File: config.mk
export PLATFORM = sky130hd
export DESIGN_NAME = pcie_tx_scheduler
export DESIGN_NICKNAME = d
export VERILOG_FILES = /design/src/rtl/pcie_phy_pkg.sv /design/src/rtl/pcie_skp_timer.sv /design/src/rtl/pcie_tx_scheduler.sv
export SDC_FILE = /design/constraint.sdc
export NUM_CORES = 1
export LEC_CHECK = 0
export BUFFER_PORTS_ARGS = -buffer_cell sky130_fd_sc_hd__buf_4
export CAP_MARGIN = 40
export CORE_MARGIN = 5
export CORE_UTILIZATION = 28
export DETAILED_ROUTE_END_ITERATION = 10
export PLACE_DENSITY = 0.85
export SLEW_MARGIN = 0
export SYNTH_ARGS = -nofsm -noshare
export SYNTH_HDL_FRONTEND = slang
export SYNTH_SLANG_ARGS = --single-unit
export TNS_END_PERCENT = 30
File: constraint.sdc
create_clock -name clk_i -period 1.4 [get_ports clk_i]
set_input_delay 0.14 -clock clk_i [delete_from_list [all_inputs] [get_ports clk_i]]
set_output_delay 0.14 -clock clk_i [all_outputs]
set_load 0.01 [all_outputs]
File: src/rtl/pcie_phy_pkg.sv
// ============================================================================
// Module      : pcie_phy_pkg
// Description : Shared types and constants for the PCIe PHY transmit path.
// Revision    : 1.0 - initial release
// ============================================================================
`default_nettype none

package pcie_phy_pkg;

  typedef enum logic [1:0] {
    ST_IDLE     = 2'd0,
    ST_DLLP     = 2'd1,
    ST_OS_LTSSM = 2'd2,
    ST_OS_SKP   = 2'd3
  } tx_sched_state_e;

  localparam int unsigned SKP_PENDING_MAX = 2;
  localparam int unsigned SKP_CNT_W       = 16;

endpackage

`default_nettype wire

File: src/rtl/pcie_skp_timer.sv
// ============================================================================
// Module      : pcie_skp_timer
// Description : Free-running SKP interval timer with saturating pending count.
// Revision    : 1.0 - initial release
// ============================================================================
`default_nettype none

module pcie_skp_timer #(
  parameter int unsigned SKP_INTERVAL = 1180
) (
  input  logic       clk_i,
  input  logic       rst_ni,
  input  logic       link_up_i,
  input  logic       skp_done_i,
  output logic [1:0] skp_pending_o
);
  import pcie_phy_pkg::*;

  localparam logic [SKP_CNT_W-1:0] CNT_LAST = SKP_CNT_W'(SKP_INTERVAL - 1);
  localparam logic [1:0]           PEND_MAX = 2'(SKP_PENDING_MAX);

  logic [SKP_CNT_W-1:0] cnt_q, cnt_d;
  logic [1:0]           pend_q, pend_d;
  logic                 wrap;

  // A wrap and a completion in the same cycle cancel each other out.
  always_comb begin
    wrap   = link_up_i && (cnt_q == CNT_LAST);
    cnt_d  = '0;
    pend_d = '0;
    if (link_up_i) begin
      cnt_d  = wrap ? '0 : cnt_q + 1'b1;
      pend_d = pend_q;
      if (wrap && !skp_done_i && (pend_q != PEND_MAX)) begin
        pend_d = pend_q + 2'd1;
      end else if (skp_done_i && !wrap && (pend_q != 2'd0)) begin
        pend_d = pend_q - 2'd1;
      end
    end
  end

  always_ff @(posedge clk_i or negedge rst_ni) begin
    if (!rst_ni) begin
      cnt_q  <= '0;
      pend_q <= '0;
    end else begin
      cnt_q  <= cnt_d;
      pend_q <= pend_d;
    end
  end

  assign skp_pending_o = pend_q;

endmodule

`default_nettype wire

File: src/rtl/pcie_tx_scheduler.sv
// ============================================================================
// Module      : pcie_tx_scheduler
// Description : Arbitrates DLLP packets, LTSSM ordered sets and periodic SKP
//               ordered sets onto the PCIe transmitter. SKP scheduling is
//               built only when PCIE_TX_SKP_SCHED_EN is defined.
// Revision    : 1.0 - initial release
// ============================================================================
`default_nettype none

module pcie_tx_scheduler #(
  parameter int DATA_WIDTH   = 32,
  parameter int KEEP_WIDTH   = DATA_WIDTH / 8,
  parameter int USER_WIDTH   = 5,
  parameter int SKP_INTERVAL = 1180
) (
  input  logic                  clk_i,
  input  logic                  rst_ni,
  input  logic                  link_up_i,
  input  logic                  os_req_i,
  output logic                  os_gnt_o,
  output logic                  send_ordered_set_o,
  output logic                  os_skp_sel_o,
  input  logic                  ordered_set_tranmitted_i,
  output logic [1:0]            skp_pending_o,
  output logic [1:0]            state_o,
  input  logic [DATA_WIDTH-1:0] s_dllp_axis_tdata,
  input  logic [KEEP_WIDTH-1:0] s_dllp_axis_tkeep,
  input  logic                  s_dllp_axis_tvalid,
  input  logic                  s_dllp_axis_tlast,
  input  logic [USER_WIDTH-1:0] s_dllp_axis_tuser,
  output logic                  s_dllp_axis_tready,
  output logic [DATA_WIDTH-1:0] m_dllp_axis_tdata,
  output logic [KEEP_WIDTH-1:0] m_dllp_axis_tkeep,
  output logic                  m_dllp_axis_tvalid,
  output logic                  m_dllp_axis_tlast,
  output logic [USER_WIDTH-1:0] m_dllp_axis_tuser,
  input  logic                  m_dllp_axis_tready
);
  import pcie_phy_pkg::*;

  if (SKP_INTERVAL < 16 || SKP_INTERVAL > 65535) begin : g_bad_skp_interval
    $error("pcie_tx_scheduler: SKP_INTERVAL must be within 16..65535");
  end

  tx_sched_state_e state_q, state_d;
  logic [1:0]      rst_sync_q;
  logic            rst_int_n;
  logic [1:0]      skp_pending;
  logic            in_dllp;

  // Assert asynchronously, release two edges after rst_ni rises.
  always_ff @(posedge clk_i or negedge rst_ni) begin
    if (!rst_ni) rst_sync_q <= '0;
    else         rst_sync_q <= {rst_sync_q[0], 1'b1};
  end
  assign rst_int_n = rst_sync_q[1];

`ifdef PCIE_TX_SKP_SCHED_EN
  logic skp_done;
  assign skp_done = (state_q == ST_OS_SKP) && ordered_set_tranmitted_i;

  pcie_skp_timer #(
    .SKP_INTERVAL (SKP_INTERVAL)
  ) u_skp_timer (
    .clk_i         (clk_i),
    .rst_ni        (rst_int_n),
    .link_up_i     (link_up_i),
    .skp_done_i    (skp_done),
    .skp_pending_o (skp_pending)
  );
`else
  assign skp_pending = 2'd0;
`endif

  always_comb begin
    state_d = state_q;
    case (state_q)
      ST_IDLE: begin
        if ((skp_pending != 2'd0) && link_up_i)       state_d = ST_OS_SKP;
        else if (os_req_i)                            state_d = ST_OS_LTSSM;
        else if (link_up_i && s_dllp_axis_tvalid)     state_d = ST_DLLP;
      end
      // A packet only ends on its last beat or when the link goes away.
      ST_DLLP: begin
        if (!link_up_i ||
            (s_dllp_axis_tvalid && m_dllp_axis_tready && s_dllp_axis_tlast))
          state_d = ST_IDLE;
      end
      ST_OS_LTSSM: if (ordered_set_tranmitted_i)              state_d = ST_IDLE;
      ST_OS_SKP:   if (!link_up_i || ordered_set_tranmitted_i) state_d = ST_IDLE;
      default:     state_d = ST_IDLE;
    endcase
  end

  always_ff @(posedge clk_i or negedge rst_int_n) begin
    if (!rst_int_n) state_q <= ST_IDLE;
    else            state_q <= state_d;
  end

  assign in_dllp            = (state_q == ST_DLLP);
  assign state_o            = state_q;
  assign skp_pending_o      = skp_pending;
  assign send_ordered_set_o = (state_q == ST_OS_LTSSM) || (state_q == ST_OS_SKP);
  assign os_skp_sel_o       = (state_q == ST_OS_SKP);
  assign os_gnt_o           = (state_q == ST_OS_LTSSM) && ordered_set_tranmitted_i;

  assign m_dllp_axis_tdata  = s_dllp_axis_tdata;
  assign m_dllp_axis_tkeep  = s_dllp_axis_tkeep;
  assign m_dllp_axis_tlast  = s_dllp_axis_tlast;
  assign m_dllp_axis_tuser  = s_dllp_axis_tuser;
  assign m_dllp_axis_tvalid = in_dllp && s_dllp_axis_tvalid;
  assign s_dllp_axis_tready = in_dllp && m_dllp_axis_tready;

endmodule

`default_nettype wire
==> results.tsv <==
stage	metric	value	unit
yosys	synthesized area	551	um^2
clocking	Post-CTS Setup Bufs	0	
outcome	status	finished clean	
clocking	total CTS buffers	3	
yosys	leading cell type by number of instances after synthesis	buf_4	
layout	share of layout cells above drive strength 1	0.564	
yosys	Synth Area in Compound Gates	0.0591	
setup_path	Crit-path slowest cell	dfrtp_1	
yosys	YS warnings	0	
setup_path	critical path class	flop to output port	
floorplan	Die Ht	54.3	um
yosys	mux contribution to synthesized area	0	
setup_path	origin of the critical flop-to-flop path	state_o[1]	
timing	Sum Neg Setup Slack	0	ns
power_and_ir_drop	cell-internal power	0.290	mW
layout	Finished Cell Area	388	um^2
yosys	Synth area leaders	buf_4 (60%), dfrtp_1 (18%), nor3b_1 (2.7%)	
power_and_ir_drop	Pleak	0.184	nW
setup_path	r2r worst-path depth	3	
yosys	Top FF cell, synth	dfrtp_1	
worst_hold_path	Hold WC Path Type	flop to asynchronous set/reset pin	
yosys	Post-Synthesis Cells	65	
timing	Final Cycle Share	0.896	
clocking	CTS resizes	0	
setup_path	ordered cell list for the critical path	inv_1 > nor3b_1 > buf_4	
floorplan	total core area	0.00192	mm^2
setup_path	reg2reg end	state_o[0]	
yosys	Post-synth EDFFs	0	
setup_path	crit start category	flop	
layout	Final #Nets	90	
global_routing	vias in the first global route	264	
floorplan	die area	0.00295	mm^2
yosys	post-synthesis adder-cell area fraction	0	
yosys	synth cell count leaders	buf_4 (44), dfrtp_1 (4), conb_1 (2), inv_1 (2), nor3b_1 (2)	
place	RePlAce Congestion	0.707	
yosys	dominant cell type by area after synthesis	buf_4	
yosys	top-area cell type share of the netlist area	0.600	
timing	endpoints failing hold	0	
setup_path	crit path DAT	1.11	ns
clocking	CTS tree	yes	
power_and_ir_drop	switching pwr	0.112	mW
power_and_ir_drop	cell area power density	1040	mW/mm^2
detailed_routing	WL final	840	um
floorplan	Core Rows	16	
power_and_ir_drop	sequential share of power	0.371	
layout	Area Overhead vs Synth	-29.5	%
clocking	H-tree levels	1	
clocking	Longest Clk Path Bufs	2	
setup_path	Worst EP required	1.26	ns
setup_path	Crit Path Max Fanout	6	
timing	unrepaired setup endpoints after global routing	no	
setup_path	Worst setup startpoint	state_o[0]	
timing	Tmin final	1.25	ns
layout	# fillers	230	
detailed_routing	First-pass DRT Iterations	1	
layout	multi-input gate area in the final layout	101	um^2
place	I/O Buffers	15	
job	max_cap viols	0	
clocking	clk_lat worst skew	0.23	ns
yosys	Synth cell types	16	
clocking	clk root buf	clkbuf_4	
floorplan	# IOs	100	
global_routing	pin count of the biggest net entering global routing	11	
power_and_ir_drop	Sw Share	0.279	
setup_path	CP peak stage delay	0.41	ns
power_and_ir_drop	maximum vdd ir drop	0.495	mV
detailed_routing	DRC errors left	0	
layout	Register Area	100	um^2
setup_path	Setup crit end	s_dllp_axis_tready	
timing	Setup Skew	0.00259	ns
timing	Slew Viols, Final	0	
power_and_ir_drop	combinational power share	0.281	
clocking	clk slew on worst S/H paths	0.04	ns
detailed_routing	drt initial violations	0	
layout	# diodes	0	
yosys	Synth Area in Simple Gates	0.105	
setup_path	Worst R2R Setup Slack	0.24	ns
yosys	XOR/XNOR Fraction of Synth Area	0	
timing	Final Setup Violations	0	
yosys	register area share after synthesis	0.182	
yosys	FF+latch count, synth	4	
timing	worst hold margin	0.0171	ns
detailed_routing	drt wl/cell	12.7	um
power_and_ir_drop	Clk pwr share	0.348	
place	Post-DP Area	355	um^2
floorplan	initial core utilization	0.286	
yosys	synthesized area per cell	8.47	um^2
global_routing	initial antenna violation count	0	
detailed_routing	ANT nets after route	0	
setup_path	CP endpoint kind	output port	
detailed_routing	vias per cell	4.06	
global_routing	grt total ovfl	0	
timing	Max Clock Freq	797	MHz
global_routing	Tot GR Track Use	0.0605	
place	Final HPWL DP	686	um
clocking	Clock Sinks	4	
global_routing	first-pass GRT wire length	1.14	mm
floorplan	Die X	54.3	um
yosys	FFs w/ async S/R, synth	1.00	
detailed_routing	vias	268	
yosys	largest family of logic cells by synthesized area	buffers and inverters	
## power groups by stage
stage	logic, mW	clock network, mW	registers, mW
after floorplan	0.196	0	0.143
after global placement	0.113	0	0.149
after detailed placement	0.113	0	0.151
after CTS	0.115	0.153	0.149
after global routing	0.125	0.157	0.153
final	0.113	0.140	0.149
## sequential cells by signal, indices dropped and copies added (netlist names)
signal	count
rst_sync_q	2
state_o	2
## kinds of logic (layout without fill, tap and decap cells)
kind of cell,Yosys count,count (layout)
AOI/OAI and AO/OA,4,4
buffers and inverters,48,21
other,2,3
and+or+nand+nor,7,7
DFF,4,4
## layer usage
layer	global-route usage	share of wire	wire length, um
met1	0.0490	0.34	283
met2	0.0637	0.36	299
met3	0.0736	0.26	219
met4	0.0747	0.045	38
met5	0	0	0
## cell type report
cell class / count / area share
Sequential cell: 4 / 0.258
Clock buffer: 3 / 0.0581
Inverter: 2 / 0.0194
Timing Repair Buffer: 16 / 0.316
Multi-Input combinational cell: 14 / 0.261
Tap cell: 27 / 0.0871
## critical path: cells and delay by family, from the launching register on
kind          cells  cell delay [ns]
flops             1             0.41
buf+inv           2             0.27
simple gates      1             0.21
## repair_timing
item / 4_1_cts / 5_1_grt
setup endpoints to repair: 0 / 0
hold buffers: 1 / 0
endpoints found under the hold margin: 2 / 0
## stage by stage
stage               setup slack [ns]  std cells  power [mW]  utilization
floorplan                      0.209         66       0.339            -
global placement               0.277         62       0.261        0.185
detailed placement             0.242         62       0.264        0.185
CTS                            0.102         66       0.417        0.202
global route                  0.0129         66       0.435        0.202
finish                         0.146         66       0.402        0.202
## worst min-delay path by stage
stage	depth (start not counted)	start	endpoint	slack, ns
floorplan	0	rst_ni	rst_sync_q[0]	-0.16
global placement	1	rst_ni	rst_sync_q[0]	-0.07
detailed placement	1	rst_ni	rst_sync_q[0]	-0.07
CTS	0	rst_sync_q[1]	state_o[1]	0.02
global route	0	rst_sync_q[1]	state_o[1]	0.02
finish	0	rst_sync_q[1]	state_o[1]	0.02
## placed cells by master (no fill, tap or decap)
master,count
a311oi_1,1
and2_4,1
a21oi_1,1
a22o_2,1
and3_2,1
o31a_1,1
clkbuf_4,3
nor2b_4,1
nor3b_1,2
nor4b_1,1
nor2_1,1
conb_1,3
inv_1,2
buf_4,15
dlygate4sd3_1,1
dfrtp_1,4
Power figures use the tool's default switching activity.
